==> config.mk <==
export PLATFORM = sky130hd
export DESIGN_NAME = cic_decimator_nch
export DESIGN_NICKNAME = d
export VERILOG_FILES = /design/src/rtl/cic_pkg.sv /design/src/rtl/cic_out_fifo.sv /design/src/rtl/cic_decimator_nch.sv
export SDC_FILE = /design/constraint.sdc
export NUM_CORES = 1
export LEC_CHECK = 0
export ABC_AREA = 1
export BUFFER_PORTS_ARGS = -buffer_cell sky130_fd_sc_hd__buf_2
export CAP_MARGIN = 20
export CORE_ASPECT_RATIO = 1.1
export CORE_UTILIZATION = 39
export CTS_BUF_LIST = sky130_fd_sc_hd__clkbuf_8
export CTS_CLUSTER_DIAMETER = 150
export DETAILED_ROUTE_END_ITERATION = 16
export GPL_ROUTABILITY_DRIVEN = 0
export SLEW_MARGIN = 5
export SYNTH_ARGS = -nofsm -noshare
export SYNTH_HDL_FRONTEND = slang
export SYNTH_SLANG_ARGS = --single-unit
==> constraint.sdc <==
create_clock -name clk -period 18.4 [get_ports clk]
set_input_delay 3.68 -clock clk [delete_from_list [all_inputs] [get_ports clk]]
set_output_delay 3.68 -clock clk [all_outputs]
set_load 0.01 [all_outputs]
==> src/rtl/cic_pkg.sv <==
// Shared constants and helpers for the multi-channel-ready CIC decimator.
// Width sizing, round-half-up shift and saturation detection.
package cic_pkg;

  localparam int ORDER_MAX = 5;
  localparam int CALC_W    = 64;

  function automatic int min_reg_width(
    input int in_w,
    input int order,
    input int ratio_w
  );
    return in_w + order * ratio_w + 1;
  endfunction

  // Round half up then arithmetic shift; v is already sign-extended.
  function automatic logic signed [CALC_W-1:0] round_shift(
    input logic signed [CALC_W-1:0] v,
    input logic [7:0]               s
  );
    logic signed [CALC_W-1:0] r;
    r = v;
    if (s != 8'd0) begin
      r = r + (CALC_W'(1) << (s - 8'd1));
    end
    return r >>> s;
  endfunction

  function automatic logic sat_clip(
    input logic signed [CALC_W-1:0] v,
    input int unsigned              ow
  );
    logic signed [CALC_W-1:0] hi;
    logic signed [CALC_W-1:0] lo;
    hi = $signed((CALC_W'(1) << (ow - 1)) - CALC_W'(1));
    lo = -hi - CALC_W'(1);
    return (v > hi) || (v < lo);
  endfunction

endpackage

==> src/rtl/cic_out_fifo.sv <==
// Two-entry valid/ready result buffer; a push into a full buffer
// with no pop in the same cycle is dropped and flagged.
module cic_out_fifo #(
  parameter int W = 16
) (
  input  logic         clk,
  input  logic         rst,
  input  logic         flush,
  input  logic         push_valid,
  input  logic [W-1:0] push_data,
  input  logic         out_ready,
  output logic [W-1:0] out_data,
  output logic         out_valid,
  output logic         drop
);

  logic [1:0][W-1:0] mem_q, mem_d;
  logic              wr_q, wr_d;
  logic              rd_q, rd_d;
  logic [1:0]        cnt_q, cnt_d;
  logic              pop;
  logic              full;
  logic              acc;

  always_comb begin
    full  = (cnt_q == 2'd2);
    pop   = (cnt_q != 2'd0) && out_ready;
    acc   = push_valid && (!full || pop);
    drop  = push_valid && full && !pop;
    mem_d = mem_q;
    wr_d  = wr_q;
    rd_d  = rd_q;
    cnt_d = cnt_q + {1'b0, acc} - {1'b0, pop};
    if (acc) begin
      mem_d[wr_q] = push_data;
      wr_d        = !wr_q;
    end
    if (pop) begin
      rd_d = !rd_q;
    end
    if (rst || flush) begin
      mem_d = '0;
      wr_d  = 1'b0;
      rd_d  = 1'b0;
      cnt_d = '0;
    end
  end

  always_ff @(posedge clk) begin
    mem_q <= mem_d;
    wr_q  <= wr_d;
    rd_q  <= rd_d;
    cnt_q <= cnt_d;
  end

  assign out_valid = (cnt_q != 2'd0);
  assign out_data  = out_valid ? mem_q[rd_q] : '0;

endmodule

==> src/rtl/cic_decimator_nch.sv <==
// N-order CIC decimator: integrators, comb, round/shift/saturate,
// settling discard and a 2-entry output buffer with sticky flags.
module cic_decimator_nch
  import cic_pkg::*;
#(
  parameter int ORDER       = 3,
  parameter int IN_WIDTH    = 1,
  parameter int IN_SIGNED   = 0,
  parameter int REG_WIDTH   = 32,
  parameter int OUT_WIDTH   = 16,
  parameter int RATIO_WIDTH = 10,
  parameter int SHIFT_WIDTH = $clog2(REG_WIDTH)
) (
  input  logic                   clk,
  input  logic                   rst,
  input  logic                   restart,
  input  logic                   enable_in,
  input  logic [IN_WIDTH-1:0]    data_in,
  input  logic [RATIO_WIDTH-1:0] dec_ratio,
  input  logic [SHIFT_WIDTH-1:0] out_shift,
  output logic [OUT_WIDTH-1:0]   out_data,
  output logic                   out_valid,
  input  logic                   out_ready,
  input  logic                   clr_flags,
  output logic                   overrun,
  output logic                   saturated
);

  localparam logic [OUT_WIDTH-1:0] OUT_MAX =
    {1'b0, {(OUT_WIDTH-1){1'b1}}};
  localparam logic [OUT_WIDTH-1:0] OUT_MIN =
    {1'b1, {(OUT_WIDTH-1){1'b0}}};

  if (ORDER < 1 || ORDER > ORDER_MAX) begin : g_bad_order
    $error("cic_decimator_nch: ORDER out of range");
  end
  if (REG_WIDTH < min_reg_width(IN_WIDTH, ORDER, RATIO_WIDTH) ||
      REG_WIDTH >= CALC_W) begin : g_bad_width
    $error("cic_decimator_nch: REG_WIDTH out of range");
  end

  logic                   clr;
  logic [RATIO_WIDTH-1:0] rlast_q, rlast_d;
  logic [SHIFT_WIDTH-1:0] shift_q, shift_d;
  logic [RATIO_WIDTH-1:0] cnt_q, cnt_d;
  logic                   strobe_q, strobe_d;
  logic [2:0]             settle_q, settle_d;
  logic [REG_WIDTH-1:0]   dn_q, dn_d;
  logic                   dn_vld_q, dn_vld_d;
  logic                   ovr_q, ovr_d;
  logic                   sat_q, sat_d;

  logic [REG_WIDTH-1:0]   ext_in;
  logic [REG_WIDTH-1:0]   acc_q [ORDER];
  logic [REG_WIDTH-1:0]   acc_d [ORDER];
  logic [REG_WIDTH-1:0]   dly_q [ORDER];
  logic [REG_WIDTH-1:0]   dly_d [ORDER];
  logic [REG_WIDTH-1:0]   cmb   [ORDER+1];

  logic signed [CALC_W-1:0] scaled;
  logic                     clip;
  logic                     push;
  logic                     drop;
  logic [OUT_WIDTH-1:0]     push_data;

  assign clr = rst || restart;

  if (IN_SIGNED != 0) begin : g_sx
    assign ext_in = {{(REG_WIDTH-IN_WIDTH){data_in[IN_WIDTH-1]}}, data_in};
  end else begin : g_zx
    assign ext_in = {{(REG_WIDTH-IN_WIDTH){1'b0}}, data_in};
  end

  // Integrators run on enabled cycles; combs advance only at T+1.
  assign cmb[0] = acc_q[ORDER-1];

  for (genvar k = 0; k < ORDER; k++) begin : g_stage
    logic [REG_WIDTH-1:0] src;
    if (k == 0) begin : g_first
      assign src = ext_in;
    end else begin : g_next
      assign src = acc_q[k-1];
    end
    assign acc_d[k]   = clr       ? '0 :
                        enable_in ? acc_q[k] + src : acc_q[k];
    assign cmb[k+1]   = cmb[k] - dly_q[k];
    assign dly_d[k]   = clr       ? '0 :
                        strobe_q  ? cmb[k] : dly_q[k];
  end

  always_comb begin
    rlast_d  = rlast_q;
    shift_d  = shift_q;
    cnt_d    = cnt_q;
    strobe_d = 1'b0;
    settle_d = settle_q;
    dn_d     = dn_q;
    dn_vld_d = 1'b0;
    if (clr) begin
      rlast_d  = (dec_ratio < RATIO_WIDTH'(2)) ?
                 RATIO_WIDTH'(1) : dec_ratio - RATIO_WIDTH'(1);
      shift_d  = out_shift;
      cnt_d    = '0;
      settle_d = '0;
      dn_d     = '0;
    end else begin
      if (enable_in) begin
        if (cnt_q == rlast_q) begin
          cnt_d    = '0;
          strobe_d = 1'b1;
        end else begin
          cnt_d = cnt_q + RATIO_WIDTH'(1);
        end
      end
      if (strobe_q) begin
        dn_d = cmb[ORDER];
        if (settle_q == 3'(ORDER)) begin
          dn_vld_d = 1'b1;
        end else begin
          settle_d = settle_q + 3'd1;
        end
      end
    end
  end

  assign scaled = round_shift(
    {{(CALC_W-REG_WIDTH){dn_q[REG_WIDTH-1]}}, dn_q}, 8'(shift_q));
  assign clip = sat_clip(scaled, OUT_WIDTH);

  always_comb begin
    push_data = scaled[OUT_WIDTH-1:0];
    if (clip) begin
      push_data = scaled[CALC_W-1] ? OUT_MIN : OUT_MAX;
    end
  end

  assign push = dn_vld_q && !clr;

  cic_out_fifo #(
    .W(OUT_WIDTH)
  ) u_fifo (
    .clk        (clk),
    .rst        (rst),
    .flush      (restart),
    .push_valid (push),
    .push_data  (push_data),
    .out_ready  (out_ready),
    .out_data   (out_data),
    .out_valid  (out_valid),
    .drop       (drop)
  );

  // Set beats clear; rst clears regardless.
  always_comb begin
    ovr_d = ovr_q;
    sat_d = sat_q;
    if (clr_flags) begin
      ovr_d = 1'b0;
      sat_d = 1'b0;
    end
    if (drop) begin
      ovr_d = 1'b1;
    end
    if (push && !drop && clip) begin
      sat_d = 1'b1;
    end
    if (rst) begin
      ovr_d = 1'b0;
      sat_d = 1'b0;
    end
  end

  always_ff @(posedge clk) begin
    rlast_q  <= rlast_d;
    shift_q  <= shift_d;
    cnt_q    <= cnt_d;
    strobe_q <= strobe_d;
    settle_q <= settle_d;
    dn_q     <= dn_d;
    dn_vld_q <= dn_vld_d;
    ovr_q    <= ovr_d;
    sat_q    <= sat_d;
    for (int k = 0; k < ORDER; k++) begin
      acc_q[k] <= acc_d[k];
      dly_q[k] <= dly_d[k];
    end
  end

  assign overrun   = ovr_q;
  assign saturated = sat_q;

endmodule

**Word-level counts from Yosys, hierarchy flattened**

Memory sizes are Yosys's and may differ from the RTL's.
Index checks and enable logic that the tools add are counted.

- Flip-flop bits (word level): 100
- RAM bits: 192
- Input bits: 22
- Output and inout bits: 19
- Logic and storage cells: 94
- Memories: 2

Memories:

| name | words | width | rd ports | clocked after memory_dff | wr ports | line | source |
|---|---|---|---|---|---|---|---|
| acc_q | 3 | 32 | 3 | 0 | 3 | cic_decimator_nch.sv:54 | `logic [REG_WIDTH-1:0] acc_q [ORDER];` |
| dly_q | 3 | 32 | 3 | 0 | 3 | cic_decimator_nch.sv:56 | `logic [REG_WIDTH-1:0] dly_q [ORDER];` |

- $add $sub $neg: 13
- Magnitude comparators: 6
- Eq/ne operators: 3
- Shift-type cells: 2
- Multiplexer cells: 27
- Bitwise logic cells: 3
- Reductions and logical operators: 24

Operators with widths:

| cell | count |
|---|---|
| $mux W32 | 12 |
| $mux W16 | 6 |
| $sub A32 B32 Y32 | 3 |
| $add A32 B32 Y32 | 2 |
| $add A32 B64 Y64 | 1 |
| $gt A64 B16 Y1 const B | 1 |
| $lt A64 B16 Y1 const B | 1 |
| $mux W64 | 1 |
| $shl A1 B8 Y64 const A | 1 |
| $sshr A64 B5 Y64 | 1 |
| $add A32 B1 Y32 | 1 |
| $bwmux W32 | 1 |
| $demux W16 S1 | 1 |
| $add A10 B1 Y10 const B | 1 |
| $eq A10 B10 Y1 | 1 |
| $lt A10 B2 Y1 const B | 1 |
| $mux W10 | 1 |
| $sub A10 B1 Y10 const B | 1 |
| $logic_and A1 B1 Y1 | 8 |
| $logic_not A1 Y1 | 6 |
| $reduce_bool A2 Y1 | 3 |
| $sub A5 B1 Y6 const B | 1 |
| $mux W1 | 5 |
| $reduce_bool A5 Y1 | 1 |
| other kinds (11) | 17 |

**Logic depth before layout (Yosys ltp)**

- Word-level depth: 9
- Gate-level depth with buffers: 51
- Mapped depth without buffers: 45

**Hierarchy**

Synthesis repeated with hierarchy kept, for this count alone.

- Cell total of the unflattened synthesis: 5291
- Area total of the unflattened synthesis: 30877.1 um2

By module, submodules not included:

| module | instances | cells an instance | area each (um2) |
|---|---|---|---|
| cic_decimator_nch | 1 | 4968 | 28812.6 |
| cic_out_fifo | 1 | 323 | 2064.5 |

**Least setup slack after synthesis**

OpenSTA, ideal clock, no wires.

- Path kind: register -> register
- From: register shift_q[0]
- To: register u_fifo.mem_q[5] in the netlist's numbering
- Setup time: 0.109 ns
- Data arrival time: 5.789 ns
- Data required time: 18.291 ns
- Slack: 12.502 ns
- Cell stages (with the launch flop): 46
- Buffers on the path: 9
- Clock period less this slack: 5.898 ns
- Cell sequence: edfxtp_1 clkbuf_1 clkinv_1 buf_2 buf_2 buf_1 ha_1 nand3_1 nor2_2 inv_2 buf_2 buf_2 buf_1 nand2_1 clkbuf_1 nor2_1 ha_1 fa_1 (+10 left out) nand2_1 nand2_1 nand3_1 nand2_1 nand2_1 nand2_1 nand2_1 nand2_1 nand2_1 nor2_1 nand2_1 nor2_1 nand4_2 nand3_2 buf_4 nand3_1 nand2_1 inv_1

- Cells in the longest elaborated chain, start to end: 9
- Elaborated cells on any way between the ends: 12

Ends and longest elaborated chain:

| element | line | source |
|---|---|---|
| start: declaration | cic_decimator_nch.sv:44 | `logic [SHIFT_WIDTH-1:0] shift_q, shift_d;` |
| start signal: assignment | cic_decimator_nch.sv:175 | `shift_q <= shift_d;` |
| $sub A5 B1 Y6 | cic_pkg.sv:24 | `r = r + (CALC_W'(1) << (s - 8'd1));` |
| $shl A1 B8 Y64 | cic_pkg.sv:24 |  |
| $add A32 B64 Y64 | cic_pkg.sv:24 |  |
| $mux W64 | cic_pkg.sv:23 | `if (s != 8'd0) begin` |
| $sshr A64 B5 Y64 (*) | cic_pkg.sv:26 | `return r >>> s;` |
| $gt A64 B16 Y1 or $lt A64 B16 Y1 (tied branches) | cic_pkg.sv:37 | `return (v > hi) \|\| (v < lo);` |
| $logic_or A1 B1 Y1 | cic_pkg.sv:37 |  |
| $mux W16 (*) | cic_decimator_nch.sv:132 | `if (clip) begin` |
| $bwmux W32 (*) | cic_out_fifo.sv:35 | `mem_d[wr_q] = push_data;` |
| end signal: assignment | cic_out_fifo.sv:50 | `mem_q <= mem_d;` |
| end: declaration | cic_out_fifo.sv:17 | `logic [1:0][W-1:0] mem_q, mem_d;` |

Mark *: on every way between the ends. The rest lies on a longest branch, timed or not.
A chain may end at the register's enable or synchronous reset.

**Final worst setup path**

- From: register shift_q[3]
- To: register u_fifo.mem_q[11] in the netlist's numbering

The elaborated chain is that of the path after synthesis.

==> results.toml <==
[pwr]
max-vdd-ir-drop_mv = 0.04689
p_leak_nw = 17.06
p_per_area_nw_per_um2 = 66.09

[clock_tree]
clk_latency_ps = 640
h-tree-depth = 2
ctsResizeCount = 0
post_cts_buffers = 0
cts_made_buffers = 53
cts_sinks = 292
clock_path_buffers = 3
cts_root_buf = "clkbuf_8"
cts_tree = "yes"
path_clk_slew_ps = 60
postCtsHoldBufs = 0

[critical_path]
crit_family = "simple AND/OR/NAND/NOR gates"
cp_common_cell = "nand2_1"
cp_data_arrival_time_ps = 7770
start_kind = "flip-flop"
worstSetupPathType = "reg2reg"
r2r_start = "shift_q[3]"
reg2reg_slack_ps = 11150
end_kind = "flip-flop"
path_buf_inv = 10
cp_slowest_cell = "buf_4"
slowest_delay_ps = 640
cp_max_fo = 76
crit_required_ps = 18920
crit_start = "shift_q[3]"

[floorplanning]
die_y_um = 293.5
start_util_pct = 39.50
num_rows = 106
die_w_um = 267.0
die_area_um2 = 78360
pin_count = 41
coreArea_um2 = 76260

[yosys]
netlist_area_um2 = 30130
syn_area_per_cell_um2 = 5.819
syn_inst = 5177
async_flop_share_pct = 0
synthDistinctLibCells = 59
synth_edf_count = 15
yosysTopAreaCell = "dfxtp_1"
synth_top_area_share_pct = 18.41
ys_seq_elements = 292
seq_area_frac_synth_pct = 19.90
synth_flop_cell = "dfxtp_1"
ys_warn_count = 0
synth_area_leaders = "dfxtp_1, nand2_1, nand3_1"

[cells_and_area]
final_util_pct = 42.24
drive_above_1_share_pct = 5.052
fin_nets = 5406
area_growth_pct = 6.919
n_fill_cell = 8533
layout_commonest_cell = "nand2_1"
fin_cells = 6213
layout_common_cells = "nand2_1, inv_1, nand3_1, nor2_1, a21oi_1"

[timing]
tightest_slew_ps = 1022
setup_viol = 0
clock_skew_ps = 37.77
rsz0062_at_grt = "false"
timing.fmax_mhz = 137.9
setup_tns_ps = 0
whs_ps = 450.6
min_period_ps = 7251
slew_viol_final = 0
finalCritPeriodShare_pct = 39.41
slew_headroom_pct = 31.61
setup_slack_ps = 11150
hold_viol_final = 0

[detailed_routing]
vias_per_cell = 4.998
drc = 0
vias = 31053
drtAntennaViolNets = 0
wirelength_um = 88000
wl_per_cell_um = 14.16
drt-initial-drc-count = 2207
first_pass_iters = 6

[global_route]
antenna_found_initial = 2
grt_pass1_wl_um = 143900
grt_pass1_vias = 29369
grt_start_max_net_pins = 113
grt_use_total_pct = 22.32
grt.overflow.total = 0

[place]
post-place-ws_ps = 11330
post-place-cells = 6121
hpwl_um = 67980
numPortBuffers = 40

[worst_hold_path]
hold_start = "u_fifo.mem_q[25]"
hold_path_class = "reg2reg"

[run]
cap_viol_max_count = 0

[outcome]
status = "completed"
[flip-flops by register name, summed over array words and instances (netlist names), 2 cells and up]
name / flops
shift_q: 5
acc_q: 96
u_fifo.mem_q: 32
u_fifo.cnt_q: 2
rlast_q: 10
dly_q: 96
settle_q: 3
dn_q: 32
cnt_q: 10
[cell usage after synthesis (7+ instances only)]
library cell and count:
a211oi_1 8, a21o_1 8, a21oi_1 397, a31oi_1 14, and3_1 7, buf_1 24
buf_2 57, clkbuf_1 87, clkinv_1 8, dfxtp_1 277, edfxtp_1 15, ha_1 227
inv_1 818, inv_2 13, nand2_1 1372, nand2_2 35, nand3_1 622, nand3_2 33
nand4_1 39, nor2_1 434, nor2_2 20, nor3_1 33, nor4_1 14, o211ai_1 18
o21ai_0 311, o21ai_1 15, o21bai_1 8, xnor2_1 56, xor2_1 119
[power by group]
| part | switching [W] | internal [W] |
|---|---|---|
| clock | 0.000276 | 0.000339 |
| sequential | 0.00000679 | 0.000647 |
| combinational | 0.000557 | 0.000304 |
| total | 0.000839 | 0.00129 |
[cell type report]
cell class,instances,area (µm²),share of cell area (%)
Antenna cell,1,2.502,0.007769
Tap cell,1026,1284,3.986
Multi-Input combinational cell,3902,20340,63.16
Sequential cell,292,5997,18.62
Clock inverter,23,131.4,0.4079
Timing Repair Buffer,63,372.9,1.158
Clock buffer,67,922.1,2.863
Inverter,839,3157,9.801
[per-stage QoR]
stage	area, µm²	total power (W)
finish	32210	0.002129
global route	32210	0.002304
CTS	32200	0.002151
detailed placement	31150	0.001525
global placement	31150	0.001522
floorplan	30240	0.001343
[worst paths after layout]
| check | to | depth (start not counted) |
|---|---|---|
| max | u_fifo.mem_q[11] | 39 |
| min | u_fifo.mem_q[25] | 2 |
| max reg2reg | u_fifo.mem_q[11] | 39 |
| min reg2reg | u_fifo.mem_q[25] | 2 |
[cells by family (layout without fill, tap and decap cells)]
kind of cell	count (synthesis)	count (layout)	synth area share (%)
compound gates	817	817	14.37
xor+xnor	175	175	5.088
fa+ha+maj	233	233	9.827
buf+inv	1013	992	12.98
flops	292	292	19.90
mux	2	2	0.06646
other cells	1	32	0.01245
simple gates	2644	2644	37.76
[worst min-delay path: cells and delay by family (launching register included)]
family        cells  cell delay, ps
flops             1             300
simple gates      2             100
[layer usage]
| metal | vias up | track usage [%] | wire [µm] |
|---|---|---|---|
| met1 | 13555 | 26.10 | 37760 |
| li1 | 16615 | - | - |
| met2 | 667 | 40.37 | 42540 |
| met4 | 0 | 10.78 | 4305 |
| met5 | - | 0 | 0 |
| met3 | 216 | 2.254 | 3391 |
No activity file was read; power rests on OpenSTA's default activity.
